`src/rtl/sweep_pkg.sv`:
```
// Shared definitions for the truth-table sweeper: FSM encoding and sweep geometry.
package sweep_pkg;

  typedef enum logic [1:0] {
    ST_IDLE  = 2'd0,
    ST_DRIVE = 2'd1,
    ST_DONE  = 2'd2
  } state_e;

  localparam int unsigned NUM_VECTORS = 8;
  localparam int unsigned IDX_W       = 3;
  localparam int unsigned HOLD_W      = 8;

  localparam logic [IDX_W-1:0] LAST_IDX = IDX_W'(NUM_VECTORS - 1);

endpackage

```
`src/rtl/truth_table_sweeper_hold_counter.sv`:
```
// Modulo-HOLD_CYCLES dwell counter; wrap_o marks the capture cycle of each vector.
module hold_counter
  import sweep_pkg::*;
#(
  parameter int unsigned HOLD_CYCLES = 10
) (
  input  logic clk_i,
  input  logic rst_i,
  input  logic clr_i,
  input  logic en_i,
  output logic wrap_o
);

  localparam logic [HOLD_W-1:0] LAST = HOLD_W'(HOLD_CYCLES - 1);

  logic [HOLD_W-1:0] cnt_q, cnt_d;

  always_comb begin
    wrap_o = en_i && (cnt_q == LAST);
    cnt_d  = cnt_q;
    if (clr_i || wrap_o) begin
      cnt_d = '0;
    end else if (en_i) begin
      cnt_d = cnt_q + HOLD_W'(1);
    end
  end

  always_ff @(posedge clk_i) begin
    if (rst_i) begin
      cnt_q <= '0;
    end else begin
      cnt_q <= cnt_d;
    end
  end

endmodule

```
`src/rtl/truth_table_sweeper.sv`:
```
// Drives all 8 {g,v,y} vectors into a 3-in/1-out unit, captures j into a truth
// table and compares it with the table latched at start.
module truth_table_sweeper
  import sweep_pkg::*;
#(
  parameter int unsigned HOLD_CYCLES = 10
) (
  input  logic       clock,
  input  logic       reset,
  input  logic       start,
  input  logic [7:0] expected,
  input  logic       j_in,
  output logic       g_out,
  output logic       v_out,
  output logic       y_out,
  output logic       busy,
  output logic       done,
  output logic [7:0] table_out,
  output logic       pass
);

  state_e           state_q, state_d;
  logic [IDX_W-1:0] idx_q, idx_d;
  logic [7:0]       shadow_q, shadow_d;
  logic [7:0]       exp_q, exp_d;
  logic [7:0]       table_q, table_d;
  logic             pass_q, pass_d;
  logic [2:0]       stim_q, stim_d;
  logic             busy_q, busy_d;
  logic             done_q, done_d;
  logic             capture;

  hold_counter #(
    .HOLD_CYCLES(HOLD_CYCLES)
  ) u_hold (
    .clk_i (clock),
    .rst_i (reset),
    .clr_i (state_q != ST_DRIVE),
    .en_i  (state_q == ST_DRIVE),
    .wrap_o(capture)
  );

  always_comb begin
    state_d  = state_q;
    idx_d    = idx_q;
    shadow_d = shadow_q;
    exp_d    = exp_q;
    table_d  = table_q;
    pass_d   = pass_q;

    case (state_q)
      ST_IDLE: begin
        if (start) begin
          state_d  = ST_DRIVE;
          exp_d    = expected;
          idx_d    = '0;
          shadow_d = '0;
        end
      end
      ST_DRIVE: begin
        if (capture) begin
          shadow_d[idx_q] = j_in;
          if (idx_q == LAST_IDX) begin
            // Publish on the edge entering DONE so table/pass are valid alongside done.
            state_d = ST_DONE;
            table_d = shadow_d;
            pass_d  = (shadow_d == exp_q);
          end else begin
            idx_d = idx_q + IDX_W'(1);
          end
        end
      end
      ST_DONE: state_d = ST_IDLE;
      default: state_d = ST_IDLE;
    endcase

    // Outputs are registered from next-state values, so they line up with the state.
    stim_d = (state_d == ST_DRIVE) ? idx_d : 3'd0;
    busy_d = (state_d == ST_DRIVE);
    done_d = (state_d == ST_DONE);
  end

  always_ff @(posedge clock) begin
    if (reset) begin
      state_q  <= ST_IDLE;
      idx_q    <= '0;
      shadow_q <= '0;
      exp_q    <= '0;
      table_q  <= '0;
      pass_q   <= 1'b0;
      stim_q   <= '0;
      busy_q   <= 1'b0;
      done_q   <= 1'b0;
    end else begin
      state_q  <= state_d;
      idx_q    <= idx_d;
      shadow_q <= shadow_d;
      exp_q    <= exp_d;
      table_q  <= table_d;
      pass_q   <= pass_d;
      stim_q   <= stim_d;
      busy_q   <= busy_d;
      done_q   <= done_d;
    end
  end

  assign g_out     = stim_q[2];
  assign v_out     = stim_q[1];
  assign y_out     = stim_q[0];
  assign busy      = busy_q;
  assign done      = done_q;
  assign table_out = table_q;
  assign pass      = pass_q;

endmodule

```
`config.mk`:
```
export PLATFORM = sky130hd
export DESIGN_NAME = truth_table_sweeper
export DESIGN_NICKNAME = d
export VERILOG_FILES = /design/src/rtl/sweep_pkg.sv /design/src/rtl/truth_table_sweeper_hold_counter.sv /design/src/rtl/truth_table_sweeper.sv
export SDC_FILE = /design/constraint.sdc
export NUM_CORES = 1
export LEC_CHECK = 0
export CAP_MARGIN = 15
export CORE_AREA = 3 3 62 70
export DETAILED_ROUTE_END_ITERATION = 16
export DIE_AREA = 0 0 65 73
export PLACE_DENSITY = 0.77
export SLEW_MARGIN = 20
export SYNTH_ARGS = -nofsm -noshare
export SYNTH_HDL_FRONTEND = slang
export SYNTH_HIERARCHICAL = 1
export SYNTH_SLANG_ARGS = --single-unit
```
`constraint.sdc`:
```
create_clock -name clock -period 4.6 [get_ports clock]
set_input_delay 1.15 -clock clock [delete_from_list [all_inputs] [get_ports clock]]
set_output_delay 1.15 -clock clock [all_outputs]
set_load 0.01 [all_outputs]
```
==> flow_summary.ini, run 1 <==
[detailed_routing]
viasPerCell = 5.470
drt_wl_total_um = 4351
drt_iter0_drc = 76
drt_pass1_iterations = 4
ant_nets = 0
dr_total_vias = 1734
route.detailed.drc = 0
wl_per_cell_um = 13.73

[synthesis]
ys_warn_count = 6
synthFlopType = dfxtp_1
synth-edff-count = 0
synth_seq_cells = 43
syn_area_per_cell_um2 = 8.212
yosysSeqAreaShare_pct = 42.79
synth_top_area_share_pct = 42.79
yosys-top-cells-area = dfxtp_1 (43%), nand2_1 (7.8%), nor2_1 (6.5%)
syn_inst = 245
async_flop_share_pct = 0
syn_area_mm2 = 0.002012
synth_top_area_cell = dfxtp_1
syn_nets = 260
synth_cell_type_count = 44

[die]
core_area_mm2 = 0.003655
row_count = 23
initial_core_util_pct = 55.05
die_y_um = 73
die_w_um = 65
die-area_mm2 = 0.004745
io_pins = 26

[setup_path]
end_kind = flip-flop
crit_type = flip-flop to flip-flop
crit_required_ns = 4.81
start_kind = flip-flop
critPathMaxFanout = 12
path_cells = nor2b_1 > nand2_1 > nor4_1 > nand2_1 > nor2_1 > nor2_1 > a311oi_1
crit_slowest_cell = nor2_1
reg2regPathDepth = 7
crit_arrival_ns = 3.15
cp-startpoint = state_q[0]$_SDFF_PP0_
r2r_start = state_q[0]$_SDFF_PP0_
slowest_delay_ns = 0.69

[clock_tree]
postCtsSetupBuffers = 0
clock_path_buffers = 2
postCtsHoldBufs = 0
numCtsBuffers = 5
insertion_delay_ns = 0.30
ctsResizeCount = 0
numClockSinks = 43
htree_levels = 2
cts_tree = done
path_clk_slew_ns = 0.08
cts-root-buf = clkbuf_8

[timing]
timing.final.crit_share_pct = 63.98
hold_viol_final = 0
rsz0062_at_grt = no
fmax_ghz = 0.3398
tightest_slew_ns = 0.8087
setup_viol = 0
finalSetupTns_ns = 0
post-route-min-period_ns = 2.943
slew_headroom_pct = 45.89
drv_slew = 0
skew_ns = 0.002437

[cells_and_area]
syn_to_final_growth_pct = 18.91
fin_nets = 281
diodes = 0
drive_gt1_share_pct = 5.618
fin_util_pct = 65.46

[placement]
routabilityCongestion = 0.8986
port_buffers = 25
hpwlAfterDp_um = 3172

[global_routing]
grt_max_degree = 19
grt_overflow_total = 0
grt_first_pass_wirelength_um = 7638
grt_util_met1_pct = 25.26
gr-usage-met3_pct = 5.239
grt_use_met2_pct = 36.25
grt_util_all_layers_pct = 21.08
grt_pass1_vias = 1652
antenna_found_initial = 0
grt.busiest_layer = met2

[worst_hold_path]
whs_path_depth = 2
hold_start = table_out[3]$_SDFFE_PP0P_
hold_path_class = flip-flop to flip-flop

[pwr]
irDropWorstVdd_uv = 240.4
leakage_nw = 0.8405
powerDensity_mw_per_mm2 = 309.0

[run]
max-cap-violations = 0

[outcome]
status = finished clean
-- worst paths after layout --
check / end / slack (ns)
worst min-delay path: table_out[3]$_SDFFE_PP0P_ / 0.46
worst min register to register: table_out[3]$_SDFFE_PP0P_ / 0.46
worst max-delay path: table_out[4]$_SDFFE_PP0P_ / 1.66
worst max register to register: table_out[4]$_SDFFE_PP0P_ / 1.66
-- metrics by stage --
| step | setup WS, ns | hold slack [ns] | instances | cell area (um2) | power (mW) |
|---|---|---|---|---|---|
| after global placement | 1.581 | 0.4460 | 309 | 2275 | 0.4409 |
| after detailed placement | 1.553 | 0.4515 | 309 | 2275 | 0.4425 |
| final | 1.657 | 0.4570 | 317 | 2392 | 0.7392 |
| after global routing | 1.299 | 0.4949 | 317 | 2392 | 0.7672 |
| after floorplan | 2.165 | 0.4439 | 245 | 2012 | 0.4227 |
| after CTS | 1.675 | 0.4631 | 317 | 2392 | 0.7464 |
-- power breakdown --
| group | total (mW) | internal, mW | switching [mW] |
|---|---|---|---|
| Combinational | 0.0497 | 0.0231 | 0.0266 |
| Clock | 0.306 | 0.176 | 0.130 |
| Sequential | 0.384 | 0.378 | 0.00619 |
| Total | 0.739 | 0.576 | 0.163 |
-- per-layer routing --
layer  wire length (um)  vias up
met4                 51        0
met5                  0        -
met3                217        4
li1                   -      885
met1               1870      812
met2               2212       33
-- cells by family (layout without fill, tap and decap cells) --
| kind of cell | after synthesis | count (layout) | share of synthesized area, % |
|---|---|---|---|
| simple gates | 110 | 110 | 25.75 |
| compound gates | 53 | 53 | 17.72 |
| flops | 43 | 43 | 42.79 |
| buf+inv | 19 | 41 | 4.167 |
| xor+xnor | 12 | 12 | 5.224 |
| mux | 5 | 5 | 2.488 |
| fa+ha+maj | 3 | 3 | 1.866 |
-- cell usage in the layout, fill, tap and decap left out, drive strengths merged, types with 2 or more instances in the layout --
cell / Yosys / final
o21ai: 10 / 10
a211oi: 4 / 4
nand2: 42 / 42
nor2b: 2 / 2
a21oi: 20 / 20
mux2i: 5 / 5
a22oi: 6 / 6
dfxtp: 43 / 43
inv: 7 / 7
o31ai: 2 / 2
clkbuf: 7 / 6
xor2: 5 / 5
or4: 3 / 3
and3: 2 / 2
nor3b: 4 / 4
nand4: 3 / 3
nand3: 6 / 6
clkdlybuf4s50: 0 / 25
ha: 3 / 3
or3: 2 / 2
nor2: 35 / 35
a2bb2oi: 2 / 2
xnor2: 7 / 7
o221ai: 2 / 2
nand2b: 2 / 2
nand3b: 3 / 3
-- worst max-delay path, delay by kind of cell (launching register included) --
| kind | cells | cell delay, ns |
|---|---|---|
| DFF | 1 | 0.37 |
| and+or+nand+nor | 6 | 2.22 |
| AOI/OAI and AO/OA | 1 | 0.27 |
-- layout make-up --
type	count	area, um2
tap	50	62.56
clock buffer	6	82.58
inverter	7	26.28
sequential	43	860.8
multi-input combinational	183	1067
clock inverter	2	35.03
fill	313	1262
timing repair buffer	26	257.7
-- Yosys cell counts, types with 3 or more instances --
cell type,count
clkbuf_1,7
a211oi_1,4
xor2_1,5
dfxtp_1,43
xnor2_1,7
ha_1,3
inv_1,6
buf_2,4
nand3b_1,3
o21ai_0,10
nand2_1,42
mux2i_1,5
nand3_1,6
nor3b_1,3
nor2_1,35
a22oi_1,6
nand4_1,3
a21oi_1,20
-- sequential cells by signal, summed over array words and instances, names as in the netlist --
signal / flops
exp_q: 8
shadow_q: 8
table_out: 8
u_hold/cnt_q: 8
idx_q: 3
stim_q: 3
state_q: 2
busy: 1
done: 1
pass: 1
Power figures use the tool's default switching activity.
==> inputs of run 2 (changes only) <==
- CORE_AREA: 3 3 62 70 -> 3 3 63 71
- DIE_AREA: 0 0 65 73 -> 0 0 66 74
- PLACE_DENSITY: 0.77 -> 0.75
- clock period: 4.6 -> 3.05 ns (I/O delays scaled with it)
==> run 2 against run 1 <==
  * Register-to-register slack got worse by 1.1 ns
  * Via count hardly changed
  * Routed wire length decreased by 3.0%
  * Setup slack worse by 1.1 ns
  * Combinational power up 53%
  * Global-route usage down 1.8 points
  * Clock power increased by 30%
  * Sequential power rose by 51%
  * Clock-buffer cell count grew 2
  * Design area increased by 0.31%
  * Hold slack gained 0.0052 ns
  * Largest cell class unchanged
==> flow_summary.ini, run 2 (synthesis results as in run 1) <==
[pwr]
leakage_nw = 0.8455
powerDensity_mw_per_mm2 = 438.4
irDropWorstVdd_uv = 314.7

[placement]
hpwlAfterDp_um = 3020
port_buffers = 25
dp_slack_ns = 0.3667
routabilityCongestion = 0.8262

[die]
row_count = 24
core_area_mm2 = 0.003874
die_y_um = 74
die_w_um = 66
die-area_mm2 = 0.004884
io_pins = 26
initial_core_util_pct = 51.94

[setup_path]
crit_type = flip-flop to flip-flop
crit_arrival_ns = 2.69
crit_required_ns = 3.23
end_kind = flip-flop
critPathMaxFanout = 8
start_kind = flip-flop

[global_routing]
antenna_found_initial = 0
grt_util_all_layers_pct = 19.23
grt_max_degree = 21
grt_first_pass_wirelength_um = 7120
grt_overflow_total = 0
grt_pass1_vias = 1598

[clock_tree]
cts-root-buf = clkbuf_8
insertion_delay_ns = 0.30
numClockSinks = 43
clock_path_buffers = 2
ctsResizeCount = 0
path_clk_slew_ns = 0.08
htree_levels = 2
postCtsHoldBufs = 0
cts_tree = done
numCtsBuffers = 5
postCtsSetupBuffers = 0

[detailed_routing]
drt_iter0_drc = 61
viasPerCell = 5.388
drt_wl_total_um = 4220
wl_per_cell_um = 13.11
ant_nets = 0
route.detailed.drc = 0
dr_total_vias = 1735
drt_pass1_iterations = 4

[timing]
fin_ws_ns = 0.5349
post-route-min-period_ns = 2.515
rsz0062_at_grt = no
fmax_ghz = 0.3976
drv_slew = 0
skew_ns = 0.005848
setup_viol = 0
timing.final.crit_share_pct = 82.46
finalSetupTns_ns = 0
hold_viol_final = 0
slew_headroom_pct = 57.98
tightest_slew_ns = 0.6280

[cells_and_area]
fin_nets = 284
syn_to_final_growth_pct = 19.28
drive_gt1_share_pct = 6.296
fill_cells = 352
layout.cells.most_common = dfxtp_1
layout_common_cells = dfxtp_1 (43), nand2_1 (42), nor2_1 (35)
diodes = 0

[worst_hold_path]
hold_path_class = flip-flop to flip-flop

[run]
max-cap-violations = 0

[outcome]
status = finished clean
run 2: cell types whose count changed in the layout (fill, tap and decap cells not counted), sizes merged:
cell    before  now
buf          1    4
clkbuf       6    8
bufinv       1    0
clkinv       1    0
run 2: layout make-up:
class                           instances  area, um2  share of cell area (%)
Inverter                                7      26.28                   1.095
Tap cell                               52      65.06                   2.711
Timing Repair Buffer                   29      280.3                   11.68
Multi-Input combinational cell        183       1067                   44.47
Sequential cell                        43      860.8                   35.87
Clock buffer                            8      100.1                   4.171
run 2: critical path: stages (launching register included):
cell and delay [ns]:
dfxtp_1 0.35, or4_4 0.57, nor4_1 0.39, nand2_1 0.13, a21oi_1 0.52, o21ai_0 0.18, a22oi_1 0.21, nor2_1 0.05
run 2: path summary, 6_finish.rpt:
| kind | cells past startpoint | slack (ns) | endpoint | from |
|---|---|---|---|---|
| max | 7 | 0.53 | shadow_q[7]$_SDFFE_PP0P_ | u_hold/cnt_q[4]$_SDFFE_PP0P_ |
| min | 2 | 0.46 | table_out[2]$_SDFFE_PP0P_ | table_out[2]$_SDFFE_PP0P_ |
| max reg2reg | 7 | 0.53 | shadow_q[7]$_SDFFE_PP0P_ | u_hold/cnt_q[4]$_SDFFE_PP0P_ |
| min reg2reg | 2 | 0.46 | table_out[2]$_SDFFE_PP0P_ | table_out[2]$_SDFFE_PP0P_ |
run 2: per-stage QoR:
stage	instances	hold slack [ns]	total power [mW]	utilization (%)	area [um2]
6_report	322	0.4622	1.052	61.95	2400
3_5_place_dp	314	0.4510	0.6682	59.37	2300
2_1_floorplan	245	0.4439	0.6375	-	2012
4_1_cts	322	0.4656	1.066	61.95	2400
3_3_place_gp	314	0.4451	0.6665	59.37	2300
5_1_grt	322	0.4880	1.093	61.95	2400
run 2: metal layers:
layer,routed length [um],global-route usage [%],up-vias
met5,0,0,-
met4,89,8.578,0
met3,181,4.834,8
met2,2071,32.29,36
met1,1879,23.35,798
li1,-,-,893
run 2: power breakdown:
part	internal (mW)	switching, mW	total, mW
Sequential	0.570	0.00866	0.578
Clock	0.207	0.191	0.398
Combinational	0.0359	0.0403	0.0762
Total	0.812	0.240	1.05
